$ cat src/rtl/seven_seg_pkg.sv
// Shared definitions for the seven-segment scan controller:
// FSM state codes, segment patterns and the segment-to-digit reverse map.
package seven_seg_pkg;

    localparam logic [1:0] S_OFF  = 2'd0;
    localparam logic [1:0] S_DEAD = 2'd1;
    localparam logic [1:0] S_ON   = 2'd2;

    // Segment order is {a,b,c,d,e,f,g}, active-high
    localparam logic [6:0] SS_BLANK = 7'h00;
    localparam logic [6:0] SS_0     = 7'h7e;
    localparam logic [6:0] SS_1     = 7'h30;
    localparam logic [6:0] SS_2     = 7'h6d;
    localparam logic [6:0] SS_3     = 7'h79;
    localparam logic [6:0] SS_4     = 7'h33;
    localparam logic [6:0] SS_5     = 7'h5b;
    localparam logic [6:0] SS_6     = 7'h5f;
    localparam logic [6:0] SS_7     = 7'h70;
    localparam logic [6:0] SS_8     = 7'h7f;
    localparam logic [6:0] SS_9     = 7'h7b;

    // 4'hf means all segments off, 4'he means an unknown pattern
    function automatic logic [3:0] seven_seg_reverse(input logic [6:0] s);
        logic [3:0] d;
        case (s)
            SS_0:     d = 4'd0;
            SS_1:     d = 4'd1;
            SS_2:     d = 4'd2;
            SS_3:     d = 4'd3;
            SS_4:     d = 4'd4;
            SS_5:     d = 4'd5;
            SS_6:     d = 4'd6;
            SS_7:     d = 4'd7;
            SS_8:     d = 4'd8;
            SS_9:     d = 4'd9;
            SS_BLANK: d = 4'hf;
            default:  d = 4'he;
        endcase
        return d;
    endfunction

endpackage

$ cat src/rtl/seven_seg_decoder.sv
// BCD to seven-segment decoder; codes above 9 give a dark digit.
module seven_seg_decoder
    import seven_seg_pkg::*;
(
    input  logic [3:0] bcd,
    output logic [6:0] seg
);

    always_comb begin
        case (bcd)
            4'd0:    seg = SS_0;
            4'd1:    seg = SS_1;
            4'd2:    seg = SS_2;
            4'd3:    seg = SS_3;
            4'd4:    seg = SS_4;
            4'd5:    seg = SS_5;
            4'd6:    seg = SS_6;
            4'd7:    seg = SS_7;
            4'd8:    seg = SS_8;
            4'd9:    seg = SS_9;
            default: seg = SS_BLANK;
        endcase
    end

endmodule

$ cat src/rtl/seven_seg_scan_ctrl.sv
// Multiplexed seven-segment scan controller with frame-aligned loads.
// Define SEVEN_SEG_LEADING_ZERO_BLANK_EN to blank leading zero digits.
module seven_seg_scan_ctrl
    import seven_seg_pkg::*;
#(
    parameter int DIGITS      = 4,
    parameter int ON_CYCLES   = 1000,
    parameter int DEAD_CYCLES = 16
) (
    input  logic                  clk,
    input  logic                  rst_n,
    input  logic                  enable,
    input  logic                  load_valid,
    output logic                  load_ready,
    input  logic [4*DIGITS-1:0]   load_value,
    output logic [6:0]            seg,
    output logic [DIGITS-1:0]     dig_en,
    output logic                  frame_done
);

    localparam int MAXC = (ON_CYCLES > DEAD_CYCLES) ? ON_CYCLES : DEAD_CYCLES;
    localparam int CW   = $clog2(MAXC + 1);
    localparam int IW   = $clog2(DIGITS);

    localparam logic [CW-1:0] ON_LAST   = CW'(ON_CYCLES - 1);
    localparam logic [CW-1:0] DEAD_LAST = CW'(DEAD_CYCLES - 1);
    localparam logic [IW-1:0] IDX_LAST  = IW'(DIGITS - 1);

    logic [1:0]          state, state_n;
    logic [CW-1:0]       cnt, cnt_n;
    logic [IW-1:0]       idx, idx_n;
    logic [4*DIGITS-1:0] display, shadow;
    logic                pending;
    logic                accept, commit, last_slot;
    logic [3:0]          nib;
    logic [6:0]          dec_seg, seg_n;
    logic [DIGITS-1:0]   dig_en_n;
    logic                blank;

    assign load_ready = !pending;
    assign accept     = load_valid && load_ready;
    assign last_slot  = (state == S_ON) && (cnt == ON_LAST)
                        && (idx == IDX_LAST);
    assign frame_done = enable && last_slot;
    // While dark there is no frame to tear, so commit at once
    assign commit     = pending && (frame_done || state == S_OFF);

    always_ff @(posedge clk or negedge rst_n) begin
        if (!rst_n) begin
            display <= '0;
            shadow  <= '0;
            pending <= 1'b0;
        end else begin
            if (commit) begin
                display <= shadow;
                pending <= 1'b0;
            end
            if (accept) begin
                shadow  <= load_value;
                pending <= 1'b1;
            end
        end
    end

    always_ff @(posedge clk or negedge rst_n) begin
        if (!rst_n) begin
            state  <= S_OFF;
            cnt    <= '0;
            idx    <= '0;
            seg    <= SS_BLANK;
            dig_en <= '0;
        end else begin
            state  <= state_n;
            cnt    <= cnt_n;
            idx    <= idx_n;
            seg    <= seg_n;
            dig_en <= dig_en_n;
        end
    end

    always_comb begin
        state_n = state;
        cnt_n   = cnt;
        idx_n   = idx;
        if (!enable) begin
            state_n = S_OFF;
            cnt_n   = '0;
            idx_n   = '0;
        end else begin
            case (state)
                S_OFF: begin
                    state_n = S_DEAD;
                    cnt_n   = '0;
                    idx_n   = '0;
                end
                S_DEAD: begin
                    if (cnt == DEAD_LAST) begin
                        state_n = S_ON;
                        cnt_n   = '0;
                    end else begin
                        cnt_n = cnt + CW'(1);
                    end
                end
                S_ON: begin
                    if (cnt == ON_LAST) begin
                        state_n = S_DEAD;
                        cnt_n   = '0;
                        idx_n   = (idx == IDX_LAST) ? '0 : idx + IW'(1);
                    end else begin
                        cnt_n = cnt + CW'(1);
                    end
                end
                default: begin
                    state_n = S_OFF;
                    cnt_n   = '0;
                    idx_n   = '0;
                end
            endcase
        end
    end

    assign nib = display[{idx_n, 2'b00} +: 4];

    seven_seg_decoder u_dec (
        .bcd (nib),
        .seg (dec_seg)
    );

`ifdef SEVEN_SEG_LEADING_ZERO_BLANK_EN
    logic [DIGITS-1:0] lz;
    logic              zero;

    // lz[i]: nibble i and everything above it are zero; digit 0 never blanks
    always_comb begin
        lz   = '0;
        zero = 1'b1;
        for (int i = DIGITS - 1; i > 0; i--) begin
            zero  = zero && (display[4*i +: 4] == 4'd0);
            lz[i] = zero;
        end
    end

    assign blank = lz[idx_n];
`else
    assign blank = 1'b0;
`endif

    always_comb begin
        dig_en_n = '0;
        seg_n    = SS_BLANK;
        if (state_n == S_ON) begin
            dig_en_n[idx_n] = 1'b1;
            seg_n           = blank ? SS_BLANK : dec_seg;
        end
    end

endmodule

$ cat config.mk
export PLATFORM = sky130hd
export DESIGN_NAME = seven_seg_scan_ctrl
export DESIGN_NICKNAME = d
export VERILOG_FILES = /design/src/rtl/seven_seg_pkg.sv /design/src/rtl/seven_seg_decoder.sv /design/src/rtl/seven_seg_scan_ctrl.sv
export SDC_FILE = /design/constraint.sdc
export NUM_CORES = 1
export LEC_CHECK = 0
export BUFFER_PORTS_ARGS = -buffer_cell sky130_fd_sc_hd__buf_2
export CAP_MARGIN = 5
export CORE_AREA = 2 2 77 79
export CTS_CLUSTER_DIAMETER = 80
export DETAILED_ROUTE_END_ITERATION = 10
export DIE_AREA = 0 0 79 81
export MAX_ROUTING_LAYER = met4
export PLACE_DENSITY = 0.71
export SLEW_MARGIN = 10
export SYNTH_ARGS = -nofsm -noshare
export SYNTH_HDL_FRONTEND = slang
export SYNTH_SLANG_ARGS = --single-unit
$ cat constraint.sdc
create_clock -name clk -period 5 [get_ports clk]
set_input_delay 0.5 -clock clk [delete_from_list [all_inputs] [get_ports clk]]
set_output_delay 0.5 -clock clk [all_outputs]
set_load 0.05 [all_outputs]
==> results.md <==
- Setup repair after global routing left no endpoint under its margin.
- VDD sags by at most around 0.00022 V.
- The static leakage is about 0.0015 uW.
- The maximum number of buffers from clock root to sink is 2.
- The final cell count without fillers is 337.
- The fraction of power spent switching nets is between 20 and 30%.
- The post-synth design cell area is approximately 2800 um^2.
- Before CTS, the worst setup slack after placement is around 2.1 ns.
- By startpoint and endpoint, the worst setup path is classified as reg2reg.
- For this run, design rule violations remaining after detail routing come to 0.
- The number of flops mapped to enable cells by yosys is 0.
- The portion of total power attributed to combinational logic is between 20% and 30%.
- The final layout contains about 290 nets.
- Synthesis inferred 58 register bits.
- Row generation in the floorplan step produced 28 rows.
- For this run, asynchronously set or reset flops after synthesis account for 100%.
- For this run, the number of Yosys warnings is 0.
- CTS placed an instance of sky130_fd_sc_hd__clkbuf_8 at the clock tree root.
- The worst pin sits at a relative slew slack of 52.9%.
- The setup TNS is 0 ns.
- For this block, the via count after detailed routing is around 1.8k.
- The worst clock skew is between 0.005 and 0.006 ns.
- The sum of routed wire length over all layers is between 4000 and 5000 um.
- Max-cap violations in this run came to 0.
- The largest net degree at the start of global routing is 59.
- The net count after synthesis is ~260.
- In this run, the clock network consumes around 25% of the power.
- After clock tree synthesis, the setup repair step added 0 buffers.
- In this run the standard cell core region covers 5680 um^2.
- For the pin with the worst max-slew slack, the measured transition is approximately 0.71 ns.
- Hold is met by about 0.30 ns.
- The first global-routing pass estimated ~8500 um of wire.
- Once routing completed, OpenROAD measured the worst setup slack at around 2.1 ns.
- From left edge to right edge, the die measures around 80 um.
- The dominant register cell in the synthesized netlist is sky130_fd_sc_hd__dfrtp_1.
- The number of hold-slack violations in the final timing report is 0.
- The detailed-router iteration count before antenna repair is 4.
- The post-cts gate resize count is 0.
- For this run, the register share of the synthesized area comes to about half.
- For this block, the initial DRC count from the detailed router was 38.
- The depth of the CTS H-tree is 3.
- The total setup violations reported at the end of the flow is 0.
- The post-synthesis area per instance is roughly 12 um^2.
- The total congestion overflow after global routing is 0.
- The largest driver fanout on the critical path is 10.
- The diode insertion count for antenna repair is 0.
- The number of global-route vias before repair is around 1.8k.
- The number of antenna violations at the first check in global routing came to 0.
- The startpoint of the lowest-slack register-to-register path is state[0].
- The cell internal power dissipation is around 960 uW.
- In this run, flip-flops and latches consume between 40% and 50% of the power.
- The kind of end point of the critical path is a flop.
- In this run the power density over the cells is about 430 nW/um^2.
- In this run the vertical extent of the chip is slightly above 80 um.
- The clock transition time at the flip-flop clock pins of the worst setup and hold paths is about 0.060 ns.
- The type of the tightest min-delay check is in2async.
- At the worst endpoint, the required time is between 5 and 6 ns.
- Clock tree synthesis inserted a total of 9 buffers.
- The total routing usage reported by global routing is 17.9%.
- Dividing the detail-routed wire length by the instance count gives around 14 um.
- The number of cells in the design after placement is between 300 and 400.
- After clock tree synthesis, the flow added hold-fix buffers numbering 0.
- The run finished with clean final reports.
- The initial standard-cell utilization of the core is between 40% and 50%.
- The signal on the critical path passes through inv_1, ha_1, and2_1, and4_1, or2_1, nor2b_4, a211o_2, inv_1, ha_1, mux2_2, o21ai_0.
- The number of ports placed on the die boundary is 33.
- The max-slew violation count is 0.
- Buffers placed on the I/O ports in this run total 32.
- In the finished design, the share of the clock period the worst path needs comes to around three fifths.
- The cell count after synthesis is around 230.
- The clock latency reported for the late side of the worst-skew pair is between 0.3 and 0.4 ns.
- After layout, the minimum clock period comes to ~3 ns.
- The register-to-register path setup slack is 2.07 ns.
- TritonCTS built the clock tree.
- The largest individual stage delay along the critical path comes from the cell sky130_fd_sc_hd__dfrtp_1.
- In this design, the stage delay of the slowest critical-path cell is about 0.41 ns.
- The arrival time reported for the critical path endpoint is roughly 3.2 ns.
- The half-perimeter wire length of the detailed placement result is 3510 um.
- The endpoint of the lowest-slack register-to-register path is seg[3].
- After synthesis, the netlist uses ~50 different library cells.
- The post-route antenna net violation count is 0.
- The worst setup path is launched from a flop.
- The die covers 6400 um^2.
- Using the TritonRoute via totals, the vias-per-cell ratio works out to roughly 5.3.
- The weighted congestion reported at the end of routability-driven placement is between 0.8 and 0.9.
- The analysis attributes to net switching a power of around 380 uW.
- The share of post-route cells with drive strength above 1 is between 30% and 40%.
- The count of clock tree sinks is 58.
- The signed area change from the synthesized netlist to the final layout is 12.8%.
- The maximum clock frequency is about 0.34 GHz.
- Counting cells, the worst reg-to-reg path comes to 11.
metrics by stage:
| step | total power (uW) | instance area, um^2 | util (%) |
|---|---|---|---|
| after floorplan | 930 | 2800 | - |
| after global placement | 1000 | 3010 | 53.0 |
| after detailed placement | 1020 | 3010 | 53.0 |
| after CTS | 1360 | 3150 | 55.6 |
| after global routing | 1440 | 3150 | 55.6 |
| final | 1340 | 3150 | 55.6 |
critical path: cells and delay by family (launching register included):
| family | cells | cell delay (ns) |
|---|---|---|
| mux | 1 | 0.27 |
| compound gates | 2 | 0.55 |
| buf+inv | 2 | 0.19 |
| fa+ha+maj | 2 | 0.52 |
| simple gates | 4 | 0.89 |
| flops | 1 | 0.41 |
placed cells by master, fill, tap and decap left out, drive strengths merged, types with 3 or more instances in the layout:
cell type  synthesis  layout
dfrtp             58      58
mux2              35      35
buf                5      35
nor2              15      15
ha                11      11
clkbuf             5      11
inv                8       8
o21ai              8       8
mux2i              6       6
xnor2              6       6
and3               6       6
nor4               5       5
nand4              4       4
nand2              4       4
nand2b             4       4
o31ai              4       4
a21oi              3       3
o21a               3       3
and4               3       3
a211o              3       3
or2                3       3
state kept, by name, indices dropped and copies added, names as in the netlist:
name and count:
seg 7, dig_en 4, idx 2, cnt 10
shadow 16, display 16, pending 1, state 2
cells in the mapped netlist (all sizes together) (2+ instances only):
library cell / instances / area, um^2
inv: 8 / 30.0
xnor2: 6 / 52.6
a21oi: 3 / 15.0
mux2i: 6 / 60.1
nor4: 5 / 31.3
and2: 2 / 12.5
clkbuf: 5 / 18.8
ha: 11 / 138
mux2: 35 / 402
dfrtp: 58 / 1450
nor2: 15 / 56.3
nand2: 4 / 15.0
xor2: 2 / 17.5
buf: 5 / 46.3
o31a: 2 / 17.5
and3: 6 / 38.8
and3b: 2 / 17.5
a211o: 3 / 27.5
nand4: 4 / 25.0
or2: 3 / 18.8
o21a: 3 / 22.5
nand2b: 4 / 25.0
nor2b: 2 / 20.0
o31ai: 4 / 43.8
o21ai: 8 / 40.0
and4: 3 / 28.8
nand3: 2 / 10.0
cells by family (layout without fill, tap and decap cells):
logic type,after synthesis,in the layout,synth area share (%)
AOI/OAI and AO/OA,32,32,8.59
xor gates and xnor gates,8,8,2.51
adders and majority gates,11,11,4.92
buffers and inverters,18,55,3.40
DFF,58,58,51.9
muxes,41,41,16.5
and+or+nand+nor,57,57,12.2
metal layers:
| layer | track usage, % | up-vias | share of wire, % |
|---|---|---|---|
| met5 | - | - | 0 |
| met2 | 27.7 | 35 | 47 |
| met1 | 22.3 | 872 | 48 |
| met3 | 4.00 | 13 | 3.2 |
| met4 | 8.79 | 0 | 2.3 |
| li1 | - | 881 | - |
cell type report:
class / instances / area [um^2]
fill: 508 / 2520
sequential: 58 / 1450
multi-input combinational: 149 / 1250
timing repair buffer: 35 / 183
clock buffer: 11 / 141
tap: 75 / 93.8
inverter: 8 / 30.0
clock inverter: 1 / 5.00
worst max path at each step:
stage | slack [ns] | end | depth (start not counted) | startpoint
final | 2.07 | seg[3] | 11 | state[0]
after global routing | 1.86 | seg[3] | 11 | state[1]
after CTS | 2.10 | seg[3] | 11 | state[0]
after detailed placement | 2.12 | seg[3] | 11 | state[0]
after global placement | 2.23 | seg[3] | 11 | state[0]
after floorplan | 2.28 | seg[3] | 13 | state[0]
power groups by stage:
stage / sequential (uW) / combinational, uW / clock, uW
5_1_grt: 667 / 392 / 376
3_5_place_dp: 661 / 356 / 0
2_1_floorplan: 631 / 299 / 0
3_3_place_gp: 657 / 344 / 0
4_1_cts: 652 / 357 / 351
6_report: 650 / 354 / 340
Power figures use the tool's default switching activity.
